[config.mk]
export PLATFORM = sky130hd
export DESIGN_NAME = input_control
export DESIGN_NICKNAME = d
export VERILOG_FILES = /design/src/rtl/input_control.sv
export SDC_FILE = /design/constraint.sdc
export NUM_CORES = 1
export LEC_CHECK = 0
export BUFFER_PORTS_ARGS = -buffer_cell sky130_fd_sc_hd__buf_4
export CAP_MARGIN = 25
export CORE_MARGIN = 3
export CORE_UTILIZATION = 50
export DETAILED_ROUTE_END_ITERATION = 8
export HOLD_SLACK_MARGIN = 0.15
export PLACE_DENSITY_LB_ADDON = 0.1
export REMOVE_ABC_BUFFERS = 1
export SLEW_MARGIN = 20
export SYNTH_ARGS = -nofsm -noshare
export SYNTH_HDL_FRONTEND = slang
export SYNTH_SLANG_ARGS = --single-unit
export TNS_END_PERCENT = 10
[constraint.sdc]
create_clock -name clk -period 3.6 [get_ports clk]
set_input_delay 0.72 -clock clk [delete_from_list [all_inputs] [get_ports clk]]
set_output_delay 0.72 -clock clk [all_outputs]
set_load 0.005 [all_outputs]
[src/rtl/input_control.sv]
// Guess-entry front end: per-digit BCD increment while a button is held, plus a guess budget counter.
// Optional 2-flop input synchronizers on pushbuttons/confirm when INPUT_CONTROL_SYNC_EN is defined.
module input_control (
  input  logic       clk,
  input  logic       reset,
  input  logic [3:0] display_digit_1,
  input  logic [3:0] display_digit_2,
  input  logic [3:0] display_digit_3,
  input  logic [1:0] max_digits,
  input  logic [2:0] max_guesses,
  input  logic [2:0] pushbuttons,
  input  logic       confirm,
  output logic [3:0] update_digit_1,
  output logic [3:0] update_digit_2,
  output logic [3:0] update_digit_3,
  output logic [2:0] guesses_left
);

  localparam int unsigned DigitW    = 4;
  localparam int unsigned NumDigits = 3;
  localparam int unsigned GuessW    = 3;
  localparam int unsigned SelW      = 2;

  typedef enum logic [1:0] {
    LOAD   = 2'd0,
    ACTIVE = 2'd1,
    DONE   = 2'd2
  } state_e;

  state_e                               state_q, state_d;
  logic [GuessW-1:0]                    guesses_q, guesses_d;
  logic [NumDigits-1:0][DigitW-1:0]     upd_q, upd_d;
  logic [NumDigits-1:0][DigitW-1:0]     disp_c;
  logic [NumDigits-1:0]                 pb_s_c;
  logic                                 confirm_s_c;
  logic                                 confirm_q;
  logic                                 confirm_edge_c;

  // Illegal codes 10-15 wrap to 0 along with 9.
  function automatic logic [DigitW-1:0] inc_bcd(input logic [DigitW-1:0] d);
    return (d >= DigitW'(9)) ? DigitW'(0) : d + DigitW'(1);
  endfunction

`ifdef INPUT_CONTROL_SYNC_EN
  logic [NumDigits-1:0] pb_meta_q, pb_sync_q;
  logic                 confirm_meta_q, confirm_sync_q;

  always_ff @(posedge clk or posedge reset) begin
    if (reset) begin
      pb_meta_q      <= '0;
      pb_sync_q      <= '0;
      confirm_meta_q <= 1'b0;
      confirm_sync_q <= 1'b0;
    end else begin
      pb_meta_q      <= pushbuttons;
      pb_sync_q      <= pb_meta_q;
      confirm_meta_q <= confirm;
      confirm_sync_q <= confirm_meta_q;
    end
  end

  assign pb_s_c      = pb_sync_q;
  assign confirm_s_c = confirm_sync_q;
`else
  assign pb_s_c      = pushbuttons;
  assign confirm_s_c = confirm;
`endif

  assign disp_c         = {display_digit_3, display_digit_2, display_digit_1};
  assign confirm_edge_c = confirm_s_c & ~confirm_q;

  // Next-state, budget and digit update logic.
  always_comb begin
    state_d   = state_q;
    guesses_d = guesses_q;
    upd_d     = disp_c;
    unique case (state_q)
      LOAD: begin
        guesses_d = max_guesses;
        state_d   = (max_guesses == GuessW'(0)) ? DONE : ACTIVE;
      end
      ACTIVE: begin
        if (confirm_edge_c) begin
          guesses_d = guesses_q - GuessW'(1);
          if (guesses_d == GuessW'(0)) state_d = DONE;
        end else begin
          for (int n = 0; n < int'(NumDigits); n++) begin
            if (pb_s_c[n] && (SelW'(n + 1) <= max_digits)) upd_d[n] = inc_bcd(disp_c[n]);
          end
        end
      end
      DONE: begin
        guesses_d = '0;
      end
      default: begin
        state_d = LOAD;
      end
    endcase
  end

  always_ff @(posedge clk or posedge reset) begin
    if (reset) begin
      state_q   <= LOAD;
      guesses_q <= '0;
      upd_q     <= '0;
      confirm_q <= 1'b0;
    end else begin
      state_q   <= state_d;
      guesses_q <= guesses_d;
      upd_q     <= upd_d;
      confirm_q <= confirm_s_c;
    end
  end

  assign update_digit_1 = upd_q[0];
  assign update_digit_2 = upd_q[1];
  assign update_digit_3 = upd_q[2];
  assign guesses_left   = guesses_q;

endmodule

==> impl_metrics.json, run 1 <==
{
  "dpl_cell_area_um2": 1560,
  "slew_headroom_pct": 56.4,
  "arrival_ns": 2.12,
  "synthCells": 117,
  "cts_hold_buffers": 0,
  "busiest_layer": "met2",
  "cts_tree": "done",
  "io_buffers": 37,
  "drive_gt1_share_pct": 34.6,
  "fp.dieW_um": 56.3,
  "ctsResizeCount": 0,
  "clock_latency_ns": 0.29,
  "antenna_cells": 0,
  "ys_seq_elements": 18,
  "finalHoldViolCount": 0,
  "die_height_um": 56.3,
  "start_kind": "register",
  "reg2reg_to": "update_digit_1[0]",
  "path_max_fanout": 9,
  "fillers": 176,
  "routabilityCongestion": 0.804,
  "drv_slew": 0,
  "hpwl_um": 2060,
  "first_global_vias": 1046,
  "setup_tns_ns": 0,
  "cts_sinks": 18,
  "clock.fmax_mhz": 515,
  "rr_worst_depth": 5,
  "ioPinCount": 38,
  "r2r-start": "state_q[1]",
  "wl_um": 2620,
  "peakVddDrop_mv": 0.409,
  "synth_top_area_cell": "dfrtp_1",
  "maxCapViolCount": 0,
  "route.detailed.drc": 0,
  "clockRootBuffer": "clkbuf_4",
  "via_per_inst": 5.60,
  "vias": 1031,
  "postSynthAreaPerCell_um2": 10.8,
  "yosysSeqAreaShare_pct": 35.7,
  "rrSetupSlack_ns": 1.66,
  "setup_viol": 0,
  "required_ns": 3.78,
  "power.leakage_uw": 0.000779,
  "antenna_found_initial": 0,
  "syn_area_um2": 1260,
  "synthFlopType": "dfrtp_1",
  "gr-total-overflow": 0,
  "clk_pin_slew_ns": 0.10,
  "crit_type": "register to register",
  "ys_async_sr_fraction_pct": 100,
  "htreeDepth": 1,
  "drt-pass1-iter-count": 4,
  "finish.utilization_pct": 69.3,
  "synth-edff-count": 0,
  "floorplan.initialDensity_pct": 55.0,
  "min_period_over_period_pct": 53.9,
  "cts_made_buffers": 3,
  "grt_setup_unrepaired": "false",
  "finClkSkew_ns": 0.00736,
  "yosysUniqueCellTypes": 36,
  "yosys_warnings": 0,
  "outcome": "complete, no violations",
  "rows": 17,
  "synthTopCellsByArea": "dfrtp_1 36%, ha_1 15%, a2111oi_4 6.5%",
  "place_ws_ns": 1.44,
  "hold_class": "input pin to asynchronous set/reset pin",
  "wl_per_cell_um": 14.3,
  "cts_setup_buffers": 0,
  "power_density_nw_per_um2": 500,
  "met3_usage_pct": 2.99,
  "ctsLongestPathBuffers": 2,
  "ant_nets": 0,
  "setup_ws_ns": 1.66,
  "synth_top_area_share_pct": 35.7,
  "holdWs_ns": 0.507,
  "drt_iter0_drc": 29,
  "grt_use_met1_pct": 19.7,
  "grtUsageMet2_pct": 31.1,
  "core_area_um2": 2300,
  "worst_slew_pin_slew_ns": 0.653,
  "die_area_um2": 3160,
  "fin_area_um2": 1590,
  "nets": 195,
  "layout_min_cycle_time_ns": 1.94,
  "grt_usage_pct": 17.4,
  "grt_max_degree": 19,
  "grt_first_pass_wirelength_um": 4370,
  "synthToLayoutAreaGrowth_pct": 26.2,
  "cp-end-kind": "register"
}
-- state kept, by name (all words and copies together), names as in the netlist --
register and cells:
update_digit_3 4, confirm_q 1, state_q 2, update_digit_2 4
guesses_left 3, update_digit_1 4
-- synth_stat cells (2+ instances only) --
cell / count
a22o_1: 4
nor4_1: 3
nand2_1: 5
nor2_1: 4
mux2_2: 3
mux2_1: 2
or3_1: 3
or3b_4: 3
o22a_1: 3
a2111oi_4: 3
nand4b_1: 2
nand2b_1: 2
o41a_1: 2
o22ai_1: 2
inv_1: 18
ha_1: 15
nand3_1: 4
dfrtp_1: 18
a31o_2: 2
a21oi_1: 3
-- worst max-delay path by stage --
stage | from | end | cells past startpoint
global placement | display_digit_1[1] | update_digit_1[0] | 6
finish | state_q[1] | update_digit_1[0] | 5
global route | state_q[1] | update_digit_1[0] | 5
detailed placement | display_digit_1[1] | update_digit_1[0] | 6
CTS | state_q[1] | update_digit_1[0] | 5
floorplan | display_digit_1[1] | update_digit_1[0] | 5
-- cell families after synthesis --
family,Yosys count,share of synthesized area (%)
AND/OR/NAND/NOR,32,16.6
multiplexers,6,5.25
flip-flops,18,35.7
XOR/XNOR,1,0.694
AO/OA/AOI/OAI,25,20.1
adder cells (fa/ha/maj),15,14.9
buffers and inverters,20,6.84
-- worst max-delay path, stage by stage (launching register included) --
cell,delay (ns)
dfrtp_1,0.44
inv_1,0.09
ha_1,0.37
inv_1,0.19
or3_1,0.45
mux2_2,0.28
-- layer usage --
| layer | share of wire (%) | wire (um) | vias up |
|---|---|---|---|
| met3 | 4.2 | 109 | 2 |
| li1 | - | - | 499 |
| met1 | 40 | 1060 | 502 |
| met4 | 0.88 | 23 | 0 |
| met5 | 0 | 0 | - |
| met2 | 55 | 1430 | 28 |
-- layout make-up --
class	instances	area (um2)	area share, %
repair buffers	37	278	17.4
multi-input cells	79	726	45.6
clock buffers	4	36.3	2.28
inverters	18	67.6	4.24
flip-flops and latches	18	450	28.3
well taps	28	35.0	2.20
-- placed cells by master (no fill, tap or decap), drive strengths merged, types with 4 or more instances in the layout --
master / synthesis / layout
mux2: 5 / 5
nand2: 6 / 6
inv: 18 / 18
clkbuf: 0 / 4
dfrtp: 18 / 18
nand3: 4 / 4
ha: 15 / 15
a2111oi: 4 / 4
buf: 2 / 37
a22o: 4 / 4
nor2: 4 / 4
-- report_power, final --
part           switching, uW  leakage (uW)  total [uW]  internal [uW]
combinational            199      0.000542         391            192
clock                   62.0     0.0000210         124           61.6
sequential              34.7      0.000216         281            246
total                    295      0.000779         796            500
-- metrics by stage --
stage / instances / total power [uW]
4_1_cts: 184 / 803
3_3_place_gp: 180 / 658
5_1_grt: 184 / 857
6_report: 184 / 796
2_1_floorplan: 115 / 542
3_5_place_dp: 180 / 673
No activity file was read; power rests on OpenSTA's default activity.
==> run 2: changes to the inputs <==
- CORE_UTILIZATION: 50 -> 46
- clock period: 3.6 -> 1.6 ns (I/O delays scaled with it)
==> impl_metrics.json, run 2 (synthesized netlist as in run 1, its figures left out) <==
{
  "outcome": "complete, no violations",
  "nets": 214,
  "p_sw_uw": 752,
  "grt_setup_unrepaired": "true",
  "ant_nets": 0,
  "grt_use_met1_pct": 21.0,
  "routabilityCongestion": 0.751,
  "min_period_over_period_pct": 98.7,
  "r2r-start": "state_q[0]",
  "wl_um": 2860,
  "peakVddDrop_mv": 0.909,
  "setup_viol": 0,
  "via_per_inst": 5.29,
  "path_max_fanout": 6,
  "power_density_nw_per_um2": 1160,
  "first_global_vias": 1149,
  "grtUsageMet2_pct": 33.7,
  "clock_latency_ns": 0.29,
  "drive_gt1_share_pct": 44.0,
  "cp-end-kind": "register",
  "power.total_uw": 2050,
  "fillers": 218,
  "fp.dieW_um": 58.4,
  "grt_first_pass_wirelength_um": 4860,
  "ctsLongestPathBuffers": 2,
  "maxCapViolCount": 0,
  "gr-total-overflow": 0,
  "cts_tree": "done",
  "crit_path_end": "update_digit_3[2]",
  "cts_sinks": 18,
  "busiest_layer": "met2",
  "final_common_cell": "buf_4",
  "rr_worst_depth": 5,
  "antenna_cells": 0,
  "die_area_um2": 3410,
  "floorplan.initialDensity_pct": 49.6,
  "mostFrequentLayoutCells": "55 x buf_4, 18 x dfrtp_1, 17 x inv_1",
  "power.leakage_uw": 0.000873,
  "synthToLayoutAreaGrowth_pct": 40.7,
  "met3_usage_pct": 2.85,
  "antenna_found_initial": 0,
  "p_comb_share_pct": 56.1,
  "p_seq_share_pct": 30.2,
  "grt_usage_pct": 18.3,
  "wl_per_cell_um": 13.9,
  "hold_class": "input pin to register",
  "vias": 1084,
  "internal_power_uw": 1300,
  "clockRootBuffer": "clkbuf_4",
  "layout_min_cycle_time_ns": 1.58,
  "rows": 18,
  "required_ns": 1.79,
  "reg2reg_to": "update_digit_3[2]",
  "setup_tns_ns": 0,
  "finalHoldViolCount": 0,
  "route.detailed.drc": 0,
  "critPathLaunch": "state_q[0]",
  "cts_made_buffers": 3,
  "clk_pin_slew_ns": 0.11,
  "drt_iter0_drc": 40,
  "finClkSkew_ns": 0.00557,
  "io_buffers": 37,
  "drt-pass1-iter-count": 4,
  "die_height_um": 58.4,
  "worst_slew_pin_slew_ns": 0.417,
  "drv_slew": 0,
  "grt_max_degree": 19,
  "slew_headroom_pct": 72.0,
  "finish.utilization_pct": 69.8,
  "ioPinCount": 38,
  "core_area_um2": 2540,
  "crit_type": "register to register",
  "clock.fmax_mhz": 633,
  "swShare_pct": 36.6,
  "holdWs_ns": 0.166,
  "htreeDepth": 1,
  "rrSetupSlack_ns": 0.02,
  "arrival_ns": 1.77,
  "hpwl_um": 2260,
  "start_kind": "register",
  "power_frac_clock_pct": 13.7
}
## run 2: changes by cell type in the layout (fill, tap and decap cells not counted), sizes merged
cell | before | now
dlygate4sd3 | 0 | 1
buf | 37 | 55
## run 2: metal layers
metal  vias to the layer above  part of all wire (%)
li1                        539                     -
met1                       515                    39
met2                        26                    56
met3                         4                   3.4
met4                         0                   1.0
met5                         -                     0
## run 2: final cells by class
class	instances	area [um2]	share of cell area [%]
multi-input cells	79	762	42.9
flip-flops and latches	18	450	25.4
repair buffers	56	423	23.8
inverters	18	67.6	3.80
well taps	30	37.5	2.11
clock buffers	4	36.3	2.04
## run 2: worst max-delay path, stage by stage (launching register included)
cell and delay, ns:
dfrtp_1 0.37, buf_4 0.13, ha_4 0.16, nand2_4 0.07
or4_1 0.51, a22o_1 0.24
## run 2: what timing repair did
item	in CTS	in global routing
endpoints found under the hold margin	18	0
gates cloned	0	0
setup endpoints to repair	7	8
gates resized for setup	5	3
pin swaps	0	1
hold buffers	1	0
buffers inserted	0	1
## run 2: how the worst min path moves through the flow
| stage | slack, ns | depth (start not counted) | start | endpoint |
|---|---|---|---|---|
| detailed placement | 0.36 | 3 | reset | update_digit_3[1] |
| global placement | 0.35 | 3 | reset | update_digit_3[1] |
| finish | 0.17 | 1 | confirm | confirm_q |
| floorplan | 0.26 | 1 | reset | confirm_q |
| CTS | 0.15 | 1 | confirm | confirm_q |
| global route | 0.15 | 1 | confirm | confirm_q |
## run 2: power by group through the flow
stage | sequential [uW] | combinational, uW | clock [uW]
floorplan | 634 | 585 | 0
global placement | 623 | 990 | 0
detailed placement | 632 | 1040 | 0
CTS | 630 | 1080 | 287
global route | 636 | 1280 | 307
finish | 621 | 1150 | 282
## run 2: per-stage QoR
step	cells	area, um2	setup WS [ns]
global placement	199	1690	-0.100
global route	205	1780	-0.0311
detailed placement	199	1690	-0.138
CTS	204	1750	0.00981
floorplan	115	1240	-0.138
finish	205	1780	0.0202
==> run 3: changes to the inputs <==
- PLACE_DENSITY: unset -> 0.83
- PLACE_DENSITY_LB_ADDON: 0.1 -> unset
==> impl_metrics.json, run 3 (synthesized netlist as in run 1, its figures left out) <==
{
  "wl_per_cell_um": 14.5,
  "holdWs_ns": 0.297,
  "power.leakage_uw": 0.000860,
  "crit_slowest_cell": "or4_1",
  "via_per_inst": 5.47,
  "holdPathStages": 2,
  "layout_min_cycle_time_ns": 1.53,
  "grt_first_pass_wirelength_um": 5000,
  "cpPeakStageDelay_ns": 0.49,
  "p_seq_share_pct": 32.9,
  "ioPinCount": 38,
  "grt_setup_unrepaired": "true",
  "die_height_um": 58.4,
  "cts_setup_buffers": 0,
  "setup_ws_ns": 0.0721,
  "required_ns": 1.79,
  "final_common_cell": "buf_4",
  "outcome": "complete, no violations",
  "internal_power_uw": 1200,
  "critical_path.top_delay_family": "simple AND/OR/NAND/NOR gates",
  "power_density_nw_per_um2": 1100,
  "fillers": 194,
  "p_comb_share_pct": 55.2,
  "clock.fmax_mhz": 655,
  "drv_slew": 0,
  "slew_headroom_pct": 69.7,
  "rrSetupSlack_ns": 0.07,
  "io_buffers": 37,
  "cts_made_buffers": 3,
  "die_area_um2": 3410,
  "ctsLongestPathBuffers": 2,
  "clk_pin_slew_ns": 0.10,
  "routabilityCongestion": 0.889,
  "wl_um": 2950,
  "setup_tns_ns": 0,
  "peakVddDrop_mv": 0.771,
  "synthToLayoutAreaGrowth_pct": 38.4,
  "crit_type": "register to register",
  "r2r-start": "state_q[1]",
  "finClkSkew_ns": 0.00599,
  "arrival_ns": 1.71,
  "drive_gt1_share_pct": 42.2,
  "crit_chain": "inv_2 > ha_4 > nand2_4 > or4_1 > a22o_1",
  "start_kind": "register",
  "power_frac_clock_pct": 11.9,
  "reg2reg_to": "update_digit_3[2]",
  "maxCapViolCount": 0,
  "hold_path_startpoint": "display_digit_3[3]",
  "hold_class": "input pin to register",
  "setup_viol": 0,
  "p_sw_uw": 725,
  "swShare_pct": 37.6,
  "floorplan.initialDensity_pct": 49.6,
  "route.detailed.drc": 0,
  "vias": 1111,
  "clock_latency_ns": 0.29,
  "place_ws_ns": -0.160,
  "regArea_um2": 450,
  "mostFrequentLayoutCells": "53 x buf_4, 18 x dfrtp_1, 17 x inv_1",
  "min_period_over_period_pct": 95.5,
  "finalHoldViolCount": 0,
  "multi_input_area_um2": 751,
  "gr-total-overflow": 0,
  "first_global_vias": 1179,
  "ant_nets": 0,
  "cp-end-kind": "register",
  "hpwl_um": 2360,
  "nets": 213,
  "antenna_found_initial": 0,
  "fp.dieW_um": 58.4,
  "cts_tree": "done",
  "core_area_um2": 2540,
  "clockRootBuffer": "clkbuf_4",
  "min_to": "update_digit_3[3]",
  "path_buf_inv": 1,
  "worst_slew_pin_slew_ns": 0.452,
  "grt_max_degree": 19,
  "drt-pass1-iter-count": 4,
  "antenna_cells": 0,
  "rows": 18,
  "htreeDepth": 1,
  "rr_worst_depth": 5,
  "cts_sinks": 18,
  "drt_iter0_drc": 50,
  "path_max_fanout": 5,
  "grt_usage_pct": 19.1
}
-- run 3: area by class of cell --
cell class / instances / area share (%)
clock buffer: 3 / 1.29
inverter: 18 / 3.87
multi-input combinational: 79 / 43.0
sequential: 18 / 25.8
tap: 30 / 2.15
timing repair buffer: 55 / 23.9
-- run 3: timing repair --
action	in CTS	in global routing
endpoints found under the hold margin	18	1
setup endpoints to repair	1	4
cloned	0	0
hold buffers	1	1
gates resized for setup	2	4
-- run 3: worst max-delay path by stage --
stage	from	endpoint	slack, ns	cells after the start
3_3_place_gp	display_digit_2[0]	update_digit_2[2]	-0.1	6
4_1_cts	state_q[1]	update_digit_3[2]	0.04	5
5_1_grt	state_q[0]	state_q[1]	-0.004	5
2_1_floorplan	state_q[1]	update_digit_3[2]	-0.14	5
6_report	state_q[1]	update_digit_3[2]	0.07	5
3_5_place_dp	display_digit_3[0]	update_digit_3[2]	-0.16	6
-- run 3: routing by layer --
layer  track usage [%]  wire (um)
met4              8.28         62
met5                 0          0
met1              21.0       1150
met2              35.4       1570
met3              3.29        164
-- run 3: worst reg2reg max path: stages (launching register included) --
cell and delay [ns]:
dfrtp_1 0.40, inv_2 0.08, ha_4 0.15, nand2_4 0.06, or4_1 0.49, a22o_1 0.25
-- run 3: through the flow --
stage          cells  util [%]  total power [uW]  instance area [um2]
2_1_floorplan    115         -              1220                 1240
3_3_place_gp     198      66.0              1590                 1680
3_5_place_dp     198      66.0              1650                 1680
4_1_cts          202      67.7              1910                 1720
5_1_grt          203      68.6              2080                 1750
6_report         203      68.6              1930                 1750
-- run 3: power groups by stage --
stage          Sequential [uW]  Combinational [uW]  Clock (uW)
2_1_floorplan              634                 585           0
3_3_place_gp               629                 966           0
3_5_place_dp               635                1010           0
4_1_cts                    630                1050         231
5_1_grt                    652                1170         258
6_report                   634                1060         229
